--- src/rtl/reg_fault_monitor.sv ---
// Golden-snapshot fault monitor for a bank of asynchronous register bits.
// Optional macro REG_FAULT_TIMESTAMP_EN adds the free-running cycle counter feeding timestamp.
module reg_fault_monitor #(
  parameter int unsigned N_REGS        = 8,
  parameter int unsigned SYNC_STAGES   = 2,
  parameter int unsigned SETTLE_CYCLES = 16,
  parameter int unsigned CNT_W         = 16,
  parameter int unsigned TS_W          = 32
) (
  input  logic              clk,
  input  logic              reset_n,
  input  logic              arm,
  input  logic              clear,
  input  logic [N_REGS-1:0] reg_in,
  output logic              fault,
  output logic [N_REGS-1:0] fault_mask,
  output logic [N_REGS-1:0] first_mask,
  output logic [CNT_W-1:0]  flip_count,
  output logic [1:0]        state,
  output logic [TS_W-1:0]   timestamp
);

  localparam int unsigned SET_W = (SETTLE_CYCLES > 1) ? $clog2(SETTLE_CYCLES) : 1;

  localparam logic [1:0] S_IDLE   = 2'b00;
  localparam logic [1:0] S_SETTLE = 2'b01;
  localparam logic [1:0] S_ARMED  = 2'b10;

  logic [N_REGS-1:0] sync_q [SYNC_STAGES];
  logic [N_REGS-1:0] sync_d [SYNC_STAGES];
  logic [N_REGS-1:0] sync_w;

  logic [1:0]        state_q, state_d;
  logic [SET_W-1:0]  settle_q, settle_d;
  logic [N_REGS-1:0] golden_q, golden_d;
  logic [N_REGS-1:0] prev_q, prev_d;
  logic              fault_q, fault_d;
  logic [N_REGS-1:0] fmask_q, fmask_d;
  logic [N_REGS-1:0] first_q, first_d;
  logic [CNT_W-1:0]  cnt_q, cnt_d;
  logic [TS_W-1:0]   ts_q, ts_d;
  logic [TS_W-1:0]   cyc_now;
  logic [N_REGS-1:0] diff;
  logic              wipe;

  // Synchroniser chain for the asynchronous register outputs
  always_comb begin
    sync_d[0] = reg_in;
    for (int i = 1; i < int'(SYNC_STAGES); i++) sync_d[i] = sync_q[i-1];
  end

  assign sync_w = sync_q[SYNC_STAGES-1];

`ifdef REG_FAULT_TIMESTAMP_EN
  logic [TS_W-1:0] cyc_q, cyc_d;

  assign cyc_d   = cyc_q + TS_W'(1);
  assign cyc_now = cyc_q;

  always_ff @(posedge clk) begin
    if (!reset_n) cyc_q <= '0;
    else          cyc_q <= cyc_d;
  end
`else
  assign cyc_now = '0;
`endif

  // Next-state and result update
  always_comb begin
    state_d  = state_q;
    settle_d = settle_q;
    golden_d = golden_q;
    prev_d   = prev_q;
    fault_d  = fault_q;
    fmask_d  = fmask_q;
    first_d  = first_q;
    cnt_d    = cnt_q;
    ts_d     = ts_q;
    wipe     = 1'b0;
    diff     = sync_w ^ golden_q;

    case (state_q)
      S_IDLE: begin
        if (arm) begin
          state_d  = S_SETTLE;
          settle_d = '0;
          wipe     = 1'b1;
        end
      end
      S_SETTLE: begin
        if (arm) begin
          settle_d = '0;
          wipe     = 1'b1;
        end else if (settle_q == SET_W'(SETTLE_CYCLES - 1)) begin
          golden_d = sync_w;
          prev_d   = '0;
          state_d  = S_ARMED;
        end else begin
          settle_d = settle_q + SET_W'(1);
        end
      end
      S_ARMED: begin
        if (arm) begin
          state_d  = S_SETTLE;
          settle_d = '0;
          wipe     = 1'b1;
        end else begin
          if ((diff != '0) && !fault_q) begin
            fault_d = 1'b1;
            first_d = diff;
            ts_d    = cyc_now;
          end
          fmask_d = fmask_q | diff;
          // Only bits newly departing from golden count as an event
          if (((diff & ~prev_q) != '0) && (cnt_q != '1)) cnt_d = cnt_q + CNT_W'(1);
          prev_d = diff;
        end
      end
      default: state_d = S_IDLE;
    endcase

    if (clear) begin
      state_d  = S_IDLE;
      settle_d = '0;
      prev_d   = '0;
      wipe     = 1'b1;
    end

    if (wipe) begin
      fault_d = 1'b0;
      fmask_d = '0;
      first_d = '0;
      cnt_d   = '0;
      ts_d    = '0;
    end
  end

  always_ff @(posedge clk) begin
    if (!reset_n) begin
      for (int i = 0; i < int'(SYNC_STAGES); i++) sync_q[i] <= '0;
      state_q  <= S_IDLE;
      settle_q <= '0;
      golden_q <= '0;
      prev_q   <= '0;
      fault_q  <= 1'b0;
      fmask_q  <= '0;
      first_q  <= '0;
      cnt_q    <= '0;
      ts_q     <= '0;
    end else begin
      for (int i = 0; i < int'(SYNC_STAGES); i++) sync_q[i] <= sync_d[i];
      state_q  <= state_d;
      settle_q <= settle_d;
      golden_q <= golden_d;
      prev_q   <= prev_d;
      fault_q  <= fault_d;
      fmask_q  <= fmask_d;
      first_q  <= first_d;
      cnt_q    <= cnt_d;
      ts_q     <= ts_d;
    end
  end

  assign fault      = fault_q;
  assign fault_mask = fmask_q;
  assign first_mask = first_q;
  assign flip_count = cnt_q;
  assign state      = state_q;
  assign timestamp  = ts_q;

endmodule

--- config.mk ---
export PLATFORM = sky130hd
export DESIGN_NAME = reg_fault_monitor
export DESIGN_NICKNAME = d
export VERILOG_FILES = /design/src/rtl/reg_fault_monitor.sv
export SDC_FILE = /design/constraint.sdc
export NUM_CORES = 1
export LEC_CHECK = 0
export ABC_AREA = 1
export BUFFER_PORTS_ARGS = -buffer_cell sky130_fd_sc_hd__buf_4
export CAP_MARGIN = 20
export CORE_MARGIN = 2
export CORE_UTILIZATION = 55
export DETAILED_ROUTE_END_ITERATION = 7
export HOLD_SLACK_MARGIN = 0.02
export PLACE_DENSITY = 0.84
export SLEW_MARGIN = 20
export SYNTH_ARGS = -nofsm -noshare
export SYNTH_HDL_FRONTEND = slang
export SYNTH_SLANG_ARGS = --single-unit
--- constraint.sdc ---
create_clock -name clk -period 3.2 [get_ports clk]
set_input_delay 0.16 -clock clk [delete_from_list [all_inputs] [get_ports clk]]
set_output_delay 0.16 -clock clk [all_outputs]
set_load 0.005 [all_outputs]
==> impl_table.tex, run 1 <==
\begin{tabular}{lr}
\hline
Metric & Value \\
\hline
\multicolumn{2}{l}{\textbf{Detailed routing}} \\
Number of DRC violations after detailed routing & 0 \\
Initial DRC count & 257 \\
Number of vias per cell after detailed routing & 5.023 \\
Number of detailed-route iterations in the first pass & 5 \\
Number of routed nets with antenna violations & 0 \\
Routed WL per cell & 11.77 um \\
Wire length after detailed routing & 7212 um \\
Detailed-route via count & 3079 \\
\multicolumn{2}{l}{\textbf{Clocking}} \\
Post-cts hold buffer count & 8 \\
Root Buffer & sky130\_fd\_sc\_hd\_\_clkbuf\_8 \\
Number of buffers on the longest clock path & 2 \\
\# clock sinks & 71 \\
Post-CTS setup-driven buffer insertion count & 0 \\
Num CTS Buffers & 9 \\
CTS tree & yes \\
CTS H-Tree Depth & 3 \\
Resized cells post-CTS & 0 \\
Later-pin clock latency in the skew report & 0.34 ns \\
Clock-pin slew on the worst setup and hold paths & 0.08 ns \\
\multicolumn{2}{l}{\textbf{Setup path}} \\
CP Data Required Time & 3.43 ns \\
Kind of critical path & register to register \\
R2R Path End & first\_mask[5] \\
Worst path arrival time & 2.24 ns \\
Peak fanout along the critical path & 15 \\
Crit-path most repeated cell & sky130\_fd\_sc\_hd\_\_nor2\_1 \\
Kind of capture point of the worst setup path & register \\
Crit-path cells & nor2\_1, nand2\_1, inv\_1, nand3\_1, a21oi\_1, nor2\_1 \\
Maximum cell stage delay along the critical path & 0.52 ns \\
Slowest cell on the critical path & sky130\_fd\_sc\_hd\_\_nand3\_1 \\
Depth of the worst register-to-register path & 6 \\
Kind of launch point of the worst setup path & register \\
Internal reg-to-reg setup slack & 1.19 ns \\
Worst flop-to-flop path startpoint & state[0] \\
\multicolumn{2}{l}{\textbf{Floorplanning}} \\
Standard cell core area & 0.005991 mm2 \\
I/O Pins & 79 \\
Standard-cell rows & 28 \\
Die outline height & 82.97 um \\
Floorplan die area & 0.006883 mm2 \\
Starting utilization of the core area & 57.25\% \\
Horizontal extent of the die & 82.97 um \\
\multicolumn{2}{l}{\textbf{Timing}} \\
Final count of pins violating max slew & 0 \\
Total negative setup slack & 0 ns \\
Highest Clock Rate & 0.4973 GHz \\
Minimum clock period & 2.011 ns \\
Final worst-path cycle share & 62.84\% \\
Worst Clk Skew & 0.01068 ns \\
Hold violation total from the final report & 0 \\
Setup repair after global routing missed its margin & no \\
Number of endpoints failing setup at the final stage & 0 \\
Slew headroom & 55.20\% \\
Transition time of the tightest slew-check pin & 0.6696 ns \\
\multicolumn{2}{l}{\textbf{Layout}} \\
\# nets final & 547 \\
Antenna diodes & 0 \\
Layout Cell Area excl Fill & 0.003986 mm2 \\
Filler cell count & 510 \\
Fraction of final layout cells with drive strength greater than 1 & 16.36\% \\
Commonest cells after routing, fill and taps aside & sky130\_fd\_sc\_hd\_\_nand2\_1, sky130\_fd\_sc\_hd\_\_dfxtp\_1, sky130\_fd\_sc\_hd\_\_inv\_1 \\
Area growth syn-to-layout & 16.23\% \\
Commonest non-fill, non-tap cell in the layout & sky130\_fd\_sc\_hd\_\_nand2\_1 \\
\multicolumn{2}{l}{\textbf{Synth}} \\
Synthesis Warnings & 0 \\
Post-synthesis instance total & 480 \\
Dominant cells by area after synthesis & sky130\_fd\_sc\_hd\_\_dfxtp\_1, sky130\_fd\_sc\_hd\_\_nand2\_1, sky130\_fd\_sc\_hd\_\_buf\_4 \\
Share of the synthesized area in the top cell type & 41.44\% \\
Synthesized-area fraction occupied by ao, oa, aoi and oai cells & 11.09\% \\
Number of distinct library cell variants in the gate-level netlist after synthesis & 30 \\
Dominant combinational cell family by area after synthesis & simple AND/OR/NAND/NOR gates \\
Xor-xnor portion of the synthesized cell area & 2.043\% \\
Sequential-to-total area share from yosys stat & 41.44\% \\
Post-synthesis share of cell area spent on full adders, half adders and majority gates & 0.7297\% \\
Number of storage elements in the synthesis netlist & 71 \\
Syn Std Cell Area & 0.003430 mm2 \\
Biggest area consumer among synthesized cells & sky130\_fd\_sc\_hd\_\_dfxtp\_1 \\
Fraction of the mapped netlist area in simple logic gates & 28.24\% \\
Proportion of synthesized area in mux cells & 0\% \\
Syn\_area\_per\_cell & 7.145 um2 \\
\multicolumn{2}{l}{\textbf{Power}} \\
Cell leakage power & 1.751 nW \\
P per Cell Area & 446.5 mW/mm2 \\
Max rail drop VDD & 0.3192 mV \\
\multicolumn{2}{l}{\textbf{Hold path}} \\
Hold/Removal Path Class & primary input to register \\
Worst Hold Launch & clear \\
Number of cells traversed by the worst hold path & 4 \\
Worst hold path endpoint & prev\_q[4] \\
\multicolumn{2}{l}{\textbf{Global routing}} \\
Vias in the first global route & 2813 \\
Met3 Resource Use GR & 5.666\% \\
Global-route layer with the greatest usage & met2 \\
Met1 Use GR & 27.07\% \\
Wire length of the first global-routing pass & 12520 um \\
GRT Util Overall & 21.76\% \\
Fraction of met2 tracks used by global routing & 36.95\% \\
Grt ovf & 0 \\
Maximum number of pins on one net before global-route repair & 29 \\
Initial antenna violation count & 0 \\
\multicolumn{2}{l}{\textbf{Placed design}} \\
Number of buffer cells added on primary ports & 46 \\
Placed Instance Area & 0.003684 mm2 \\
Half-perimeter wire length of the detailed placement result & 5047 um \\
Global placement routability congestion & 0.9287 \\
\multicolumn{2}{l}{\textbf{Job}} \\
Max Cap Violations & 0 \\
\multicolumn{2}{l}{\textbf{Status}} \\
Result of the run & complete, no violations \\
\hline
\end{tabular}
-- flip-flops by register name, summed over array words and instances (netlist names) --
name / cells
fault: 1
fault_mask: 8
settle_q: 4
state: 2
flip_count: 16
first_mask: 8
prev_q: 8
golden_q: 8
sync_q: 16
-- metal layers --
layer / up-vias / share of wire (%)
li1: 1554 / -
met1: 1415 / 45
met2: 99 / 49
met3: 11 / 5.2
met4: 0 / 1.2
met5: - / 0
-- how the worst max path moves through the flow --
stage | start | end | slack [ns] | depth (start not counted)
floorplan | flip_count[0] | flip_count[13] | 1.66 | 10
global placement | state[0] | first_mask[5] | 1.26 | 6
detailed placement | state[0] | first_mask[5] | 1.25 | 6
CTS | state[0] | first_mask[5] | 1.23 | 6
global route | state[0] | first_mask[3] | 1.06 | 6
finish | state[0] | first_mask[5] | 1.19 | 6
-- power breakdown --
part	switching, mW	internal, mW
clock	0.332	0.460
sequential	0.00492	0.894
combinational	0.0589	0.0298
total	0.396	1.38
-- critical path, delay by kind of cell (launching register included) --
family	cells	cell delay, ns
and+or+nand+nor	4	0.88
DFF	1	0.37
AOI/OAI and AO/OA	1	0.35
buffers and inverters	1	0.31
-- cell usage after synthesis --
cell type,count
sky130_fd_sc_hd__nand2_1,122
sky130_fd_sc_hd__dfxtp_1,71
sky130_fd_sc_hd__inv_1,65
sky130_fd_sc_hd__a21oi_1,43
sky130_fd_sc_hd__nand3_1,34
sky130_fd_sc_hd__nor2_1,34
sky130_fd_sc_hd__buf_4,33
sky130_fd_sc_hd__o21ai_0,12
sky130_fd_sc_hd__nand4_1,9
sky130_fd_sc_hd__a21oi_2,8
sky130_fd_sc_hd__buf_2,7
sky130_fd_sc_hd__xor2_1,5
sky130_fd_sc_hd__inv_2,4
sky130_fd_sc_hd__nand3b_1,4
sky130_fd_sc_hd__nor2_2,4
sky130_fd_sc_hd__nor2_4,4
sky130_fd_sc_hd__nand2_2,3
sky130_fd_sc_hd__xnor2_1,3
sky130_fd_sc_hd__clkbuf_1,2
sky130_fd_sc_hd__ha_1,2
sky130_fd_sc_hd__nor3_1,2
sky130_fd_sc_hd__a211oi_1,1
sky130_fd_sc_hd__a21oi_4,1
sky130_fd_sc_hd__a31oi_1,1
sky130_fd_sc_hd__buf_6,1
sky130_fd_sc_hd__conb_1,1
sky130_fd_sc_hd__nand2_4,1
sky130_fd_sc_hd__nand3_2,1
sky130_fd_sc_hd__o21ai_1,1
sky130_fd_sc_hd__or2_2,1
-- kinds of logic (layout without fill, tap and decap cells) --
logic type | Yosys count | count (layout)
buffers and inverters | 112 | 139
adder cells (fa/ha/maj) | 2 | 2
AND/OR/NAND/NOR | 219 | 219
XOR/XNOR | 8 | 8
AO/OA/AOI/OAI | 67 | 67
flip-flops | 71 | 71
other | 1 | 32
-- layout make-up --
class | count | area, um2 | share of cell area, %
inverter | 69 | 259.0 | 6.497
multi-input combinational | 328 | 1564 | 39.23
sequential | 71 | 1421 | 35.66
tap | 75 | 93.84 | 2.354
clock inverter | 5 | 81.33 | 2.040
timing repair buffer | 54 | 425.4 | 10.67
clock buffer | 11 | 141.4 | 3.547
-- stage by stage --
| stage | std cells | utilization (%) | hold slack (ns) | power [mW] | setup WS (ns) |
|---|---|---|---|---|---|
| after global placement | 589 | 61.49 | 0.3421 | 0.9953 | 1.260 |
| after global routing | 613 | 66.54 | 0.09844 | 1.846 | 1.058 |
| after CTS | 613 | 66.54 | 0.09119 | 1.790 | 1.226 |
| after detailed placement | 589 | 61.49 | 0.3465 | 0.9979 | 1.250 |
| final | 613 | 66.54 | 0.1187 | 1.780 | 1.189 |
| after floorplan | 511 | - | 0.2576 | 1.002 | 1.658 |
Note: power is estimated with default switching activity, not from simulation.
==> inputs of run 2 (changes only) <==
--- a/config.mk
+++ b/config.mk
@@ -9,10 +9,10 @@
 export BUFFER_PORTS_ARGS = -buffer_cell sky130_fd_sc_hd__buf_4
 export CAP_MARGIN = 20
 export CORE_MARGIN = 2
-export CORE_UTILIZATION = 55
+export CORE_UTILIZATION = 54
 export DETAILED_ROUTE_END_ITERATION = 7
 export HOLD_SLACK_MARGIN = 0.02
-export PLACE_DENSITY = 0.84
+export PLACE_DENSITY = 0.83
 export SLEW_MARGIN = 20
 export SYNTH_ARGS = -nofsm -noshare
 export SYNTH_HDL_FRONTEND = slang
==> constraint.sdc (replaced) <==
create_clock -name clk -period 2.1 [get_ports clk]
set_input_delay 0.105 -clock clk [delete_from_list [all_inputs] [get_ports clk]]
set_output_delay 0.105 -clock clk [all_outputs]
set_load 0.005 [all_outputs]
==> impl_table.tex, run 2 (same netlist as run 1, synthesis figures left out) <==
\begin{tabular}{lr}
\hline
Metric & Value \\
\hline
\multicolumn{2}{l}{\textbf{Placed design}} \\
Placed Instance Area & 0.003709 mm2 \\
Global placement routability congestion & 0.8431 \\
Pre-CTS WS & 0.2518 ns \\
Number of buffer cells added on primary ports & 46 \\
Placed Cells & 594 \\
Half-perimeter wire length of the detailed placement result & 5013 um \\
\multicolumn{2}{l}{\textbf{Timing}} \\
Worst Clk Skew & 0.009902 ns \\
Minimum clock period & 1.869 ns \\
Setup repair after global routing missed its margin & no \\
Number of endpoints failing setup at the final stage & 0 \\
Total negative setup slack & 0 ns \\
Final worst-path cycle share & 89.00\% \\
Final count of pins violating max slew & 0 \\
Final setup slack of the worst path & 0.2311 ns \\
Slew headroom & 60.20\% \\
Hold violation total from the final report & 0 \\
Highest Clock Rate & 0.5351 GHz \\
Transition time of the tightest slew-check pin & 0.5961 ns \\
\multicolumn{2}{l}{\textbf{Setup path}} \\
Crit-path most repeated cell & sky130\_fd\_sc\_hd\_\_nor2\_1 \\
Maximum cell stage delay along the critical path & 0.46 ns \\
Kind of critical path & register to register \\
CP Data Required Time & 2.33 ns \\
Kind of launch point of the worst setup path & register \\
Peak fanout along the critical path & 15 \\
Worst path arrival time & 2.10 ns \\
Crit-path cells & nor2\_1, nand2\_1, inv\_1, nand3\_1, a21oi\_1, nor2\_1 \\
Kind of capture point of the worst setup path & register \\
Slowest cell on the critical path & sky130\_fd\_sc\_hd\_\_nand3\_1 \\
\multicolumn{2}{l}{\textbf{Floorplanning}} \\
Standard-cell rows & 29 \\
Die outline height & 83.70 um \\
Standard cell core area & 0.006241 mm2 \\
Floorplan die area & 0.007005 mm2 \\
Horizontal extent of the die & 83.70 um \\
Starting utilization of the core area & 54.95\% \\
I/O Pins & 79 \\
\multicolumn{2}{l}{\textbf{Detailed routing}} \\
Initial DRC count & 148 \\
Routed WL per cell & 11.94 um \\
Detailed-route via count & 3043 \\
Number of vias per cell after detailed routing & 4.924 \\
Number of DRC violations after detailed routing & 0 \\
Number of routed nets with antenna violations & 0 \\
Wire length after detailed routing & 7377 um \\
Number of detailed-route iterations in the first pass & 4 \\
\multicolumn{2}{l}{\textbf{Global routing}} \\
Maximum number of pins on one net before global-route repair & 29 \\
Grt ovf & 0 \\
Initial antenna violation count & 0 \\
Vias in the first global route & 2780 \\
GRT Util Overall & 21.66\% \\
Wire length of the first global-routing pass & 12320 um \\
\multicolumn{2}{l}{\textbf{Power}} \\
Cell leakage power & 1.805 nW \\
Total power of the final layout & 3.088 mW \\
P per Cell Area & 756.0 mW/mm2 \\
Max rail drop VDD & 0.4474 mV \\
\multicolumn{2}{l}{\textbf{Status}} \\
Result of the run & complete, no violations \\
\multicolumn{2}{l}{\textbf{Layout}} \\
Area growth syn-to-layout & 19.08\% \\
Antenna diodes & 0 \\
Commonest non-fill, non-tap cell in the layout & sky130\_fd\_sc\_hd\_\_nand2\_1 \\
Non-Filler Instances & 618 \\
Layout Cell Area excl Fill & 0.004084 mm2 \\
Seq. cell area & 0.001421 mm2 \\
Filler cell count & 536 \\
Multi-input combinational cell area & 0.001567 mm2 \\
Fraction of final layout cells with drive strength greater than 1 & 17.19\% \\
Commonest cells after routing, fill and taps aside & sky130\_fd\_sc\_hd\_\_nand2\_1, sky130\_fd\_sc\_hd\_\_dfxtp\_1, sky130\_fd\_sc\_hd\_\_inv\_1 \\
\# nets final & 550 \\
\multicolumn{2}{l}{\textbf{Job}} \\
Max Cap Violations & 0 \\
\multicolumn{2}{l}{\textbf{Clocking}} \\
Num CTS Buffers & 9 \\
\# clock sinks & 71 \\
Later-pin clock latency in the skew report & 0.34 ns \\
Root Buffer & sky130\_fd\_sc\_hd\_\_clkbuf\_8 \\
Post-CTS setup-driven buffer insertion count & 0 \\
Number of buffers on the longest clock path & 2 \\
CTS H-Tree Depth & 3 \\
CTS tree & yes \\
Clock-pin slew on the worst setup and hold paths & 0.08 ns \\
\multicolumn{2}{l}{\textbf{Hold path}} \\
Hold/Removal Path Class & primary input to register \\
\hline
\end{tabular}
## run 2: cell count changes in the layout (fill, tap and decap cells not counted), sizes merged
cell | previous run | this run
buf | 46 | 49
clkinv | 2 | 1
clkbuf | 11 | 10
clkinvlp | 1 | 0
bufinv | 2 | 5
## run 2: what timing repair did
| action | 4_1_cts | 5_1_grt |
|---|---|---|
| endpoints found under the hold margin | 8 | 0 |
| hold buffers | 8 | 0 |
| gates resized for setup | 0 | 1 |
| endpoints found under the setup margin | 0 | 1 |
## run 2: power by group
part	internal (mW)	switching [mW]	total (mW)
combinational	0.0453	0.0907	0.136
clock	1.06	0.522	1.58
sequential	1.36	0.00717	1.37
total	2.47	0.620	3.09
## run 2: stage by stage
stage                     util, %  hold slack (ns)
final                       65.44          0.09036
after global routing        65.44          0.06858
after CTS                   65.40          0.05487
after detailed placement    59.42           0.2936
after global placement      59.42           0.2860
after floorplan                 -           0.2026
## run 2: per-layer routing
layer	up-vias	GRT usage, %	wire length (um)
met5	-	0	0
met4	0	10.12	158
met3	17	3.759	349
met2	88	38.69	3753
met1	1387	25.05	3115
li1	1551	-	-
## run 2: final timing paths
kind / startpoint / depth (start not counted) / slack [ns] / endpoint
max: state[0] / 6 / 0.23 / first_mask[4]
min: clear / 4 / 0.09 / prev_q[4]
max reg2reg: state[0] / 6 / 0.23 / first_mask[4]
min reg2reg: sync_q[0][5] / 2 / 0.41 / sync_q[0][13]
## run 2: final cells by class
cell class | instances | area share (%)
multi-input combinational | 328 | 38.36
sequential | 71 | 34.80
timing repair buffer | 57 | 10.97
inverter | 69 | 6.342
clock inverter | 6 | 3.799
clock buffer | 10 | 3.370
tap | 77 | 2.359
## run 2: worst max-delay path, delay by kind of cell (launching register included)
kind                   cells  cell delay [ns]
AOI/OAI and AO/OA          1             0.29
DFF                        1             0.36
and+or+nand+nor            4             0.79
buffers and inverters      1             0.31
